File: src/rtl/f1_reaction_ctrl_pkg.sv
// Shared types for the F1 reaction-time controller: FSM state encoding and
// maximal-length LFSR tap masks, where bit k-1 set means tap k.
package f1_pkg;

  typedef enum logic [2:0] {
    ST_IDLE   = 3'd0,
    ST_COUNT  = 3'd1,
    ST_HOLD   = 3'd2,
    ST_TIMING = 3'd3,
    ST_DONE   = 3'd4,
    ST_FAULT  = 3'd5
  } f1_state_e;

  localparam logic [15:0] TAPS_W4  = 16'h000C;
  localparam logic [15:0] TAPS_W5  = 16'h0014;
  localparam logic [15:0] TAPS_W6  = 16'h0030;
  localparam logic [15:0] TAPS_W7  = 16'h0060;
  localparam logic [15:0] TAPS_W8  = 16'h00B8;
  localparam logic [15:0] TAPS_W9  = 16'h0110;
  localparam logic [15:0] TAPS_W10 = 16'h0240;
  localparam logic [15:0] TAPS_W11 = 16'h0500;
  localparam logic [15:0] TAPS_W12 = 16'h0829;
  localparam logic [15:0] TAPS_W13 = 16'h100D;
  localparam logic [15:0] TAPS_W14 = 16'h2015;
  localparam logic [15:0] TAPS_W15 = 16'h6000;
  localparam logic [15:0] TAPS_W16 = 16'hD008;

  function automatic logic [15:0] lfsr_taps(input int w);
    case (w)
      4:       return TAPS_W4;
      5:       return TAPS_W5;
      6:       return TAPS_W6;
      7:       return TAPS_W7;
      8:       return TAPS_W8;
      9:       return TAPS_W9;
      10:      return TAPS_W10;
      11:      return TAPS_W11;
      12:      return TAPS_W12;
      13:      return TAPS_W13;
      14:      return TAPS_W14;
      15:      return TAPS_W15;
      default: return TAPS_W16;
    endcase
  endfunction

endpackage

File: src/rtl/f1_reaction_ctrl_if.sv
// Player/light-side signal bundle of the reaction controller.
// best_ms exists only when F1_BEST_TIME_EN is defined.
interface f1_reaction_ctrl_if #(
  parameter int N_LIGHTS = 5,
  parameter int TIME_W   = 14
);
  logic                tick_ms;
  logic                trigger;
  logic [N_LIGHTS-1:0] lights;
  logic [TIME_W-1:0]   react_ms;
  logic                valid;
  logic                jump_start;
  logic                busy;
`ifdef F1_BEST_TIME_EN
  logic [TIME_W-1:0]   best_ms;

  modport master (output tick_ms, trigger,
                  input  lights, react_ms, valid, jump_start, busy, best_ms);
  modport slave  (input  tick_ms, trigger,
                  output lights, react_ms, valid, jump_start, busy, best_ms);
`else
  modport master (output tick_ms, trigger,
                  input  lights, react_ms, valid, jump_start, busy);
  modport slave  (input  tick_ms, trigger,
                  output lights, react_ms, valid, jump_start, busy);
`endif
endinterface

File: src/rtl/f1_reaction_ctrl_lfsr.sv
// Fibonacci LFSR (shift left, feedback into bit 0), seeded with 1 so the
// all-zero lock-up state is never reached.
module lfsr_n
  import f1_pkg::*;
#(
  parameter int WIDTH = 14
) (
  input  logic             clk,
  input  logic             rst,
  input  logic             en,
  output logic [WIDTH-1:0] prbs
);

  localparam logic [15:0] TAPS16 = lfsr_taps(WIDTH);

  logic [WIDTH-1:0] prbs_q, prbs_d;

  always_comb begin
    prbs_d = prbs_q;
    if (en) prbs_d = {prbs_q[WIDTH-2:0], ^(prbs_q & TAPS16[WIDTH-1:0])};
  end

  always_ff @(posedge clk or posedge rst) begin
    if (rst) prbs_q <= WIDTH'(1);
    else     prbs_q <= prbs_d;
  end

  assign prbs = prbs_q;

endmodule

File: src/rtl/f1_reaction_ctrl.sv
// F1 start-light reaction timer: lights come on one per STEP_MS, go out after
// a random LFSR delay, then the press latency is measured. Best-time tracking
// is compiled in with F1_BEST_TIME_EN.
module f1_reaction_ctrl
  import f1_pkg::*;
#(
  parameter int N_LIGHTS = 5,
  parameter int STEP_MS  = 500,
  parameter int LFSR_W   = 14,
  parameter int TIME_W   = 14
) (
  input  logic               clk,
  input  logic               rst,
  f1_reaction_ctrl_if.slave  bus
);

  localparam logic [2:0] S_IDLE   = ST_IDLE;
  localparam logic [2:0] S_COUNT  = ST_COUNT;
  localparam logic [2:0] S_HOLD   = ST_HOLD;
  localparam logic [2:0] S_TIMING = ST_TIMING;
  localparam logic [2:0] S_DONE   = ST_DONE;
  localparam logic [2:0] S_FAULT  = ST_FAULT;

  logic [2:0]          state_q, state_d;
  logic                trig_q;
  logic [15:0]         step_q, step_d;
  logic [LFSR_W-1:0]   delay_q, delay_d;
  logic [TIME_W-1:0]   cnt_q, cnt_d;
  logic [N_LIGHTS-1:0] lights_q, lights_d;
  logic [TIME_W-1:0]   react_q, react_d;
  logic                valid_q, valid_d;
  logic                jump_q, jump_d;
  logic [LFSR_W-1:0]   lfsr_val;
  logic [N_LIGHTS-1:0] lit_next;
  logic                press;
`ifdef F1_BEST_TIME_EN
  logic [TIME_W-1:0]   best_q, best_d;
`endif

  lfsr_n #(.WIDTH(LFSR_W)) u_lfsr (
    .clk  (clk),
    .rst  (rst),
    .en   ((state_q == S_IDLE) & bus.tick_ms),
    .prbs (lfsr_val)
  );

  assign press    = bus.trigger & ~trig_q;
  // x | (x+1) sets the lowest clear bit
  assign lit_next = lights_q | (lights_q + N_LIGHTS'(1));

  always_comb begin
    state_d  = state_q;
    step_d   = step_q;
    delay_d  = delay_q;
    cnt_d    = cnt_q;
    lights_d = lights_q;
    react_d  = react_q;
    valid_d  = valid_q;
    jump_d   = jump_q;
`ifdef F1_BEST_TIME_EN
    best_d   = best_q;
`endif
    case (state_q)
      S_IDLE: begin
        lights_d = '0;
        if (press) begin
          state_d = S_COUNT;
          step_d  = '0;
        end
      end
      S_COUNT: begin
        if (press) begin
          state_d = S_FAULT;
          jump_d  = 1'b1;
        end else if (bus.tick_ms) begin
          if (step_q == 16'(STEP_MS - 1)) begin
            step_d   = '0;
            lights_d = lit_next;
            if (&lit_next) begin
              state_d = S_HOLD;
              delay_d = lfsr_val;
            end
          end else begin
            step_d = step_q + 16'd1;
          end
        end
      end
      S_HOLD: begin
        // a press on the expiry tick still counts as a jump start
        if (press) begin
          state_d = S_FAULT;
          jump_d  = 1'b1;
        end else if (bus.tick_ms) begin
          if (delay_q == LFSR_W'(1)) begin
            state_d  = S_TIMING;
            lights_d = '0;
            cnt_d    = '0;
          end else begin
            delay_d = delay_q - LFSR_W'(1);
          end
        end
      end
      S_TIMING: begin
        if (press) begin
          state_d = S_DONE;
          react_d = cnt_q;
          valid_d = 1'b1;
`ifdef F1_BEST_TIME_EN
          if (cnt_q < best_q) best_d = cnt_q;
`endif
        end else if (bus.tick_ms && !(&cnt_q)) begin
          cnt_d = cnt_q + TIME_W'(1);
        end
      end
      S_DONE, S_FAULT: begin
        if (press) begin
          state_d  = S_COUNT;
          step_d   = '0;
          lights_d = '0;
          valid_d  = 1'b0;
          jump_d   = 1'b0;
        end
      end
      default: state_d = S_IDLE;
    endcase
  end

  always_ff @(posedge clk or posedge rst) begin
    if (rst) begin
      state_q  <= S_IDLE;
      trig_q   <= 1'b0;
      step_q   <= '0;
      delay_q  <= '0;
      cnt_q    <= '0;
      lights_q <= '0;
      react_q  <= '0;
      valid_q  <= 1'b0;
      jump_q   <= 1'b0;
`ifdef F1_BEST_TIME_EN
      best_q   <= '1;
`endif
    end else begin
      state_q  <= state_d;
      trig_q   <= bus.trigger;
      step_q   <= step_d;
      delay_q  <= delay_d;
      cnt_q    <= cnt_d;
      lights_q <= lights_d;
      react_q  <= react_d;
      valid_q  <= valid_d;
      jump_q   <= jump_d;
`ifdef F1_BEST_TIME_EN
      best_q   <= best_d;
`endif
    end
  end

  assign bus.lights     = lights_q;
  assign bus.react_ms   = react_q;
  assign bus.valid      = valid_q;
  assign bus.jump_start = jump_q;
  assign bus.busy       = (state_q == S_COUNT) || (state_q == S_HOLD) ||
                          (state_q == S_TIMING);
`ifdef F1_BEST_TIME_EN
  assign bus.best_ms    = best_q;
`endif

endmodule
File: src/flat_wrapper.sv
// flat-port wrapper written by rule: the top's interface ports become plain ports
module f1_reaction_ctrl_flat import f1_pkg::*;
#(
  parameter int N_LIGHTS = 5,
  parameter int STEP_MS  = 500,
  parameter int LFSR_W   = 14,
  parameter int TIME_W   = 14
)
  (clk, rst, bus_tick_ms, bus_trigger, bus_lights, bus_react_ms, bus_valid, bus_jump_start, bus_busy);
  f1_reaction_ctrl_if #(.N_LIGHTS(N_LIGHTS), .TIME_W(TIME_W)) bus_i ();
  input  logic clk;
  input  logic rst;
  input wire logic [$bits(bus_i.tick_ms)-1:0] bus_tick_ms;
  input wire logic [$bits(bus_i.trigger)-1:0] bus_trigger;
  output wire logic [$bits(bus_i.lights)-1:0] bus_lights;
  output wire logic [$bits(bus_i.react_ms)-1:0] bus_react_ms;
  output wire logic [$bits(bus_i.valid)-1:0] bus_valid;
  output wire logic [$bits(bus_i.jump_start)-1:0] bus_jump_start;
  output wire logic [$bits(bus_i.busy)-1:0] bus_busy;
  assign bus_i.tick_ms = bus_tick_ms;
  assign bus_i.trigger = bus_trigger;
  assign bus_lights = bus_i.lights;
  assign bus_react_ms = bus_i.react_ms;
  assign bus_valid = bus_i.valid;
  assign bus_jump_start = bus_i.jump_start;
  assign bus_busy = bus_i.busy;
  f1_reaction_ctrl #(.N_LIGHTS(N_LIGHTS), .STEP_MS(STEP_MS), .LFSR_W(LFSR_W), .TIME_W(TIME_W)) u_core (.clk(clk), .rst(rst), .bus(bus_i));
endmodule
File: config.mk
export PLATFORM = sky130hd
export DESIGN_NAME = f1_reaction_ctrl_flat
export DESIGN_NICKNAME = d
export VERILOG_FILES = /design/src/rtl/f1_reaction_ctrl_pkg.sv /design/src/rtl/f1_reaction_ctrl_if.sv /design/src/rtl/f1_reaction_ctrl_lfsr.sv /design/src/rtl/f1_reaction_ctrl.sv /design/src/flat_wrapper.sv
export SDC_FILE = /design/constraint.sdc
export NUM_CORES = 1
export LEC_CHECK = 0
export CAP_MARGIN = 0
export CORE_MARGIN = 10
export CORE_UTILIZATION = 40
export CTS_BUF_LIST = sky130_fd_sc_hd__clkbuf_16
export DETAILED_ROUTE_END_ITERATION = 8
export GPL_TIMING_DRIVEN = 0
export PLACE_DENSITY_LB_ADDON = 0.3
export SETUP_SLACK_MARGIN = 0.4
export SLEW_MARGIN = 20
export SYNTH_ARGS = -nofsm -noshare
export SYNTH_HDL_FRONTEND = slang
export SYNTH_SLANG_ARGS = --single-unit
File: constraint.sdc
create_clock -name clk -period 6.9 [get_ports clk]
set_clock_uncertainty 0.1 [all_clocks]
set_input_delay 1.035 -clock clk [delete_from_list [all_inputs] [get_ports clk]]
set_output_delay 1.035 -clock clk [all_outputs]
set_load 0.1 [all_outputs]
==> out/results.tsv <==
stage	metric	value	unit
outcome	status	finished clean	
clocking	cts_sinks	83	
layout	syn_to_final_growth	17.3	%
layout	drive_gt1_share	13.6	%
pwr	p_switching	0.536	mW
sta	final-setup-viol-count	0	
setup_path	crit_slowest_cell	clkdlybuf4s50_1	
floorplan	die_area	15700	um2
layout	layout.nets	489	
sta	whs	0.405	ns
pwr	p_leak	2.13	nW
setup_path	end_kind	output port	
floorplan	core	10800	um2
detailed_routing	drt_iter0_drc	300	
layout	final_common_cell	dfrtp_1	
detailed_routing	via_per_inst	5.91	
setup_path	worstPathRequired	5.76	ns
floorplan	io_pins	26	
sta	tns	0	ns
clocking	insertion_delay	0.34	ns
pwr	clkPwrFrac	34.4	%
pwr	pwr-share-comb	26.2	%
pwr	pwr-share-seq	39.3	%
yosys	yosys_warnings	0	
setup_path	cpPeakStageDelay	1.16	ns
yosys	synth_edf_count	0	
setup_path	crit_path_frequent_cell	nor2_1	
clocking	cts_made_buffers	9	
floorplan	dieWidth	125	um
sta	hold_viol	0	
pwr	switching_share	35.8	%
layout	layout_common_cells	dfrtp_1, nor2_1, nand2_1	
setup_path	path_class	reg2out	
setup_path	path_buf_inv	2	
global_route	grt_max_degree	46	
clocking	htreeDepth	3	
detailed_routing	wl_per_cell	16.8	um
detailed_routing	first_pass_iters	5	
yosys	syn_area	4420	um2
detailed_routing	ant_nets	0	
place	hpwl	7.41	mm
clocking	holdBufCountCts	0	
yosys	ys_seq_area_share	47.0	%
setup_path	critPathTopFamily	buffers and inverters	
sta	slew_violations	0	
yosys	yosys_most_used_dff	dfrtp_1	
pwr	peakVddDrop	166	uV
detailed_routing	routed_wl	10.5	mm
global_route	grt_pass1_vias	3674	
detailed_routing	drc	0	
floorplan	num_rows	38	
sta	fin_crit	3.65	ns
yosys	synthArstFlopShare	100	%
pwr	power_density	288	nW/um2
clocking	post_cts.repair.setup_buffers	0	
sta	slew_headroom	34.3	%
yosys	syn-instance-count	444	
floorplan	start_util	40.8	%
clocking	cts_resized	0	
pwr	p_int	0.960	mW
place	gp_congestion	0.832	
pwr	p_total	1.50	mW
clocking	clkTransAtPathRegs	0.07	ns
sta	finalCritPeriodShare	52.8	%
job	cap_violations	0	
global_route	track_usage	13.5	%
yosys	syn_avg_cell_area	9.96	um2
clocking	clk_path_buf_depth	2	
clocking	root_buffer	clkbuf_16	
global_route	grt_pass1_wl	18.2	mm
yosys	syn_nets	452	
layout	diodes	0	
sta	rsz0062_at_grt	false	
setup_path	crit_fanout	10	
floorplan	die_height	125	um
setup_path	crit_arrival	2.51	ns
global_route	antenna_found_initial	0	
setup_path	start_kind	flop	
detailed_routing	vias	3700	
sta	max_freq	274	MHz
worst_hold_path	min_path_type	reg2reg	
yosys	ys_ff_latch	83	
setup_path	cp_cell_sequence	buf_2 > nor2_1 > nor2_1 > clkdlybuf4s50_1	
place	io_buffers	25	
clocking	cts_tree	built	
global_route	grt_remaining_overflow	0	
yosys	yosysUniqueCellTypes	62	
sta	worstMarginPinSlew	0.982	ns
[power groups by stage]
stage	Sequential [mW]	Combinational, mW	Clock [mW]
CTS	0.587	0.394	0.528
global route	0.596	0.426	0.551
finish	0.588	0.393	0.515
detailed placement	0.596	0.393	0
global placement	0.594	0.385	0
floorplan	0.690	0.192	0
[cell usage after synthesis (all sizes together) (4+ instances only)]
cell	instances	area (um2)
a21oi	27	139
nand2	31	116
a41oi	10	87.6
o21ai	17	85.1
xnor2	12	105
nor4	14	87.6
buf	9	52.6
or4	6	52.6
nor2	34	128
o41ai	6	52.6
nor4b	6	52.6
a22oi	6	45.0
nand3	12	65.1
ha	4	50.1
inv	10	37.5
nand4	13	81.3
dfrtp	82	2050
and3	8	50.1
or3	6	37.5
a31oi	16	100
a31o	6	52.6
clkbuf	15	56.3
nor3	12	70.1
o2bb2ai	6	52.6
mux2	28	315
[sequential cells by signal (all words and copies together) (netlist names)]
| signal | count |
|---|---|
| u_core.bus.jump_start | 1 |
| u_core.bus.lights | 5 |
| u_core.bus.react_ms | 14 |
| u_core.bus.valid | 1 |
| u_core.cnt_q | 14 |
| u_core.delay_q | 14 |
| u_core.state_q | 3 |
| u_core.step_q | 16 |
| u_core.trig_q | 1 |
| u_core.u_lfsr.prbs | 14 |
[routing by layer]
metal	part of all wire, %	up-vias	global-route usage (%)
li1	-	1769	-
met1	47	1815	17.9
met2	48	101	21.3
met3	4.2	15	3.08
met4	1.1	0	4.20
met5	0	-	0
[logic make-up (layout without fill, tap and decap cells)]
| kind of cell | count (synthesis) | in the layout | synth area share, % |
|---|---|---|---|
| xor gates and xnor gates | 14 | 14 | 2.77 |
| adders and majority gates | 5 | 5 | 1.36 |
| AOI/OAI and AO/OA | 112 | 112 | 17.1 |
| muxes | 31 | 31 | 7.81 |
| buffers and inverters | 34 | 76 | 3.31 |
| and+or+nand+nor | 165 | 165 | 20.6 |
| DFF | 83 | 83 | 47.0 |
[metrics by stage]
step,setup slack [ns],cell area (um2),instances,utilization (%)
2_1_floorplan,3.63,4420,444,-
3_3_place_gp,2.24,4850,609,44.7
3_5_place_dp,3.12,4870,610,44.9
4_1_cts,3.23,5190,626,47.9
5_1_grt,3.15,5190,626,47.9
6_report,3.25,5190,626,47.9
[area by class of cell]
type	instances	area, um2
Tap cell	140	175
Sequential cell	83	2080
Inverter	10	40.0
Multi-Input combinational cell	327	2200
Buffer	24	109
Clock inverter	7	92.6
Clock buffer	9	225
Timing Repair Buffer	26	270
Fill cell	1007	5650
[path summary, 6_finish.rpt]
path	startpoint	to	slack [ns]	cells after the start
min reg2reg	u_core.bus.react_ms[11]	u_core.bus.react_ms[11]	0.40	1
max in group asynchronous	rst	u_core.step_q[1]	5.07	3
min in group asynchronous	rst	u_core.bus.react_ms[4]	1.01	2
max reg2reg	u_core.step_q[0]	u_core.step_q[10]	4.33	7
max	u_core.state_q[1]	bus_busy	3.25	4
min	u_core.bus.react_ms[11]	u_core.bus.react_ms[11]	0.40	1
(Power assumes the default switching activity.)
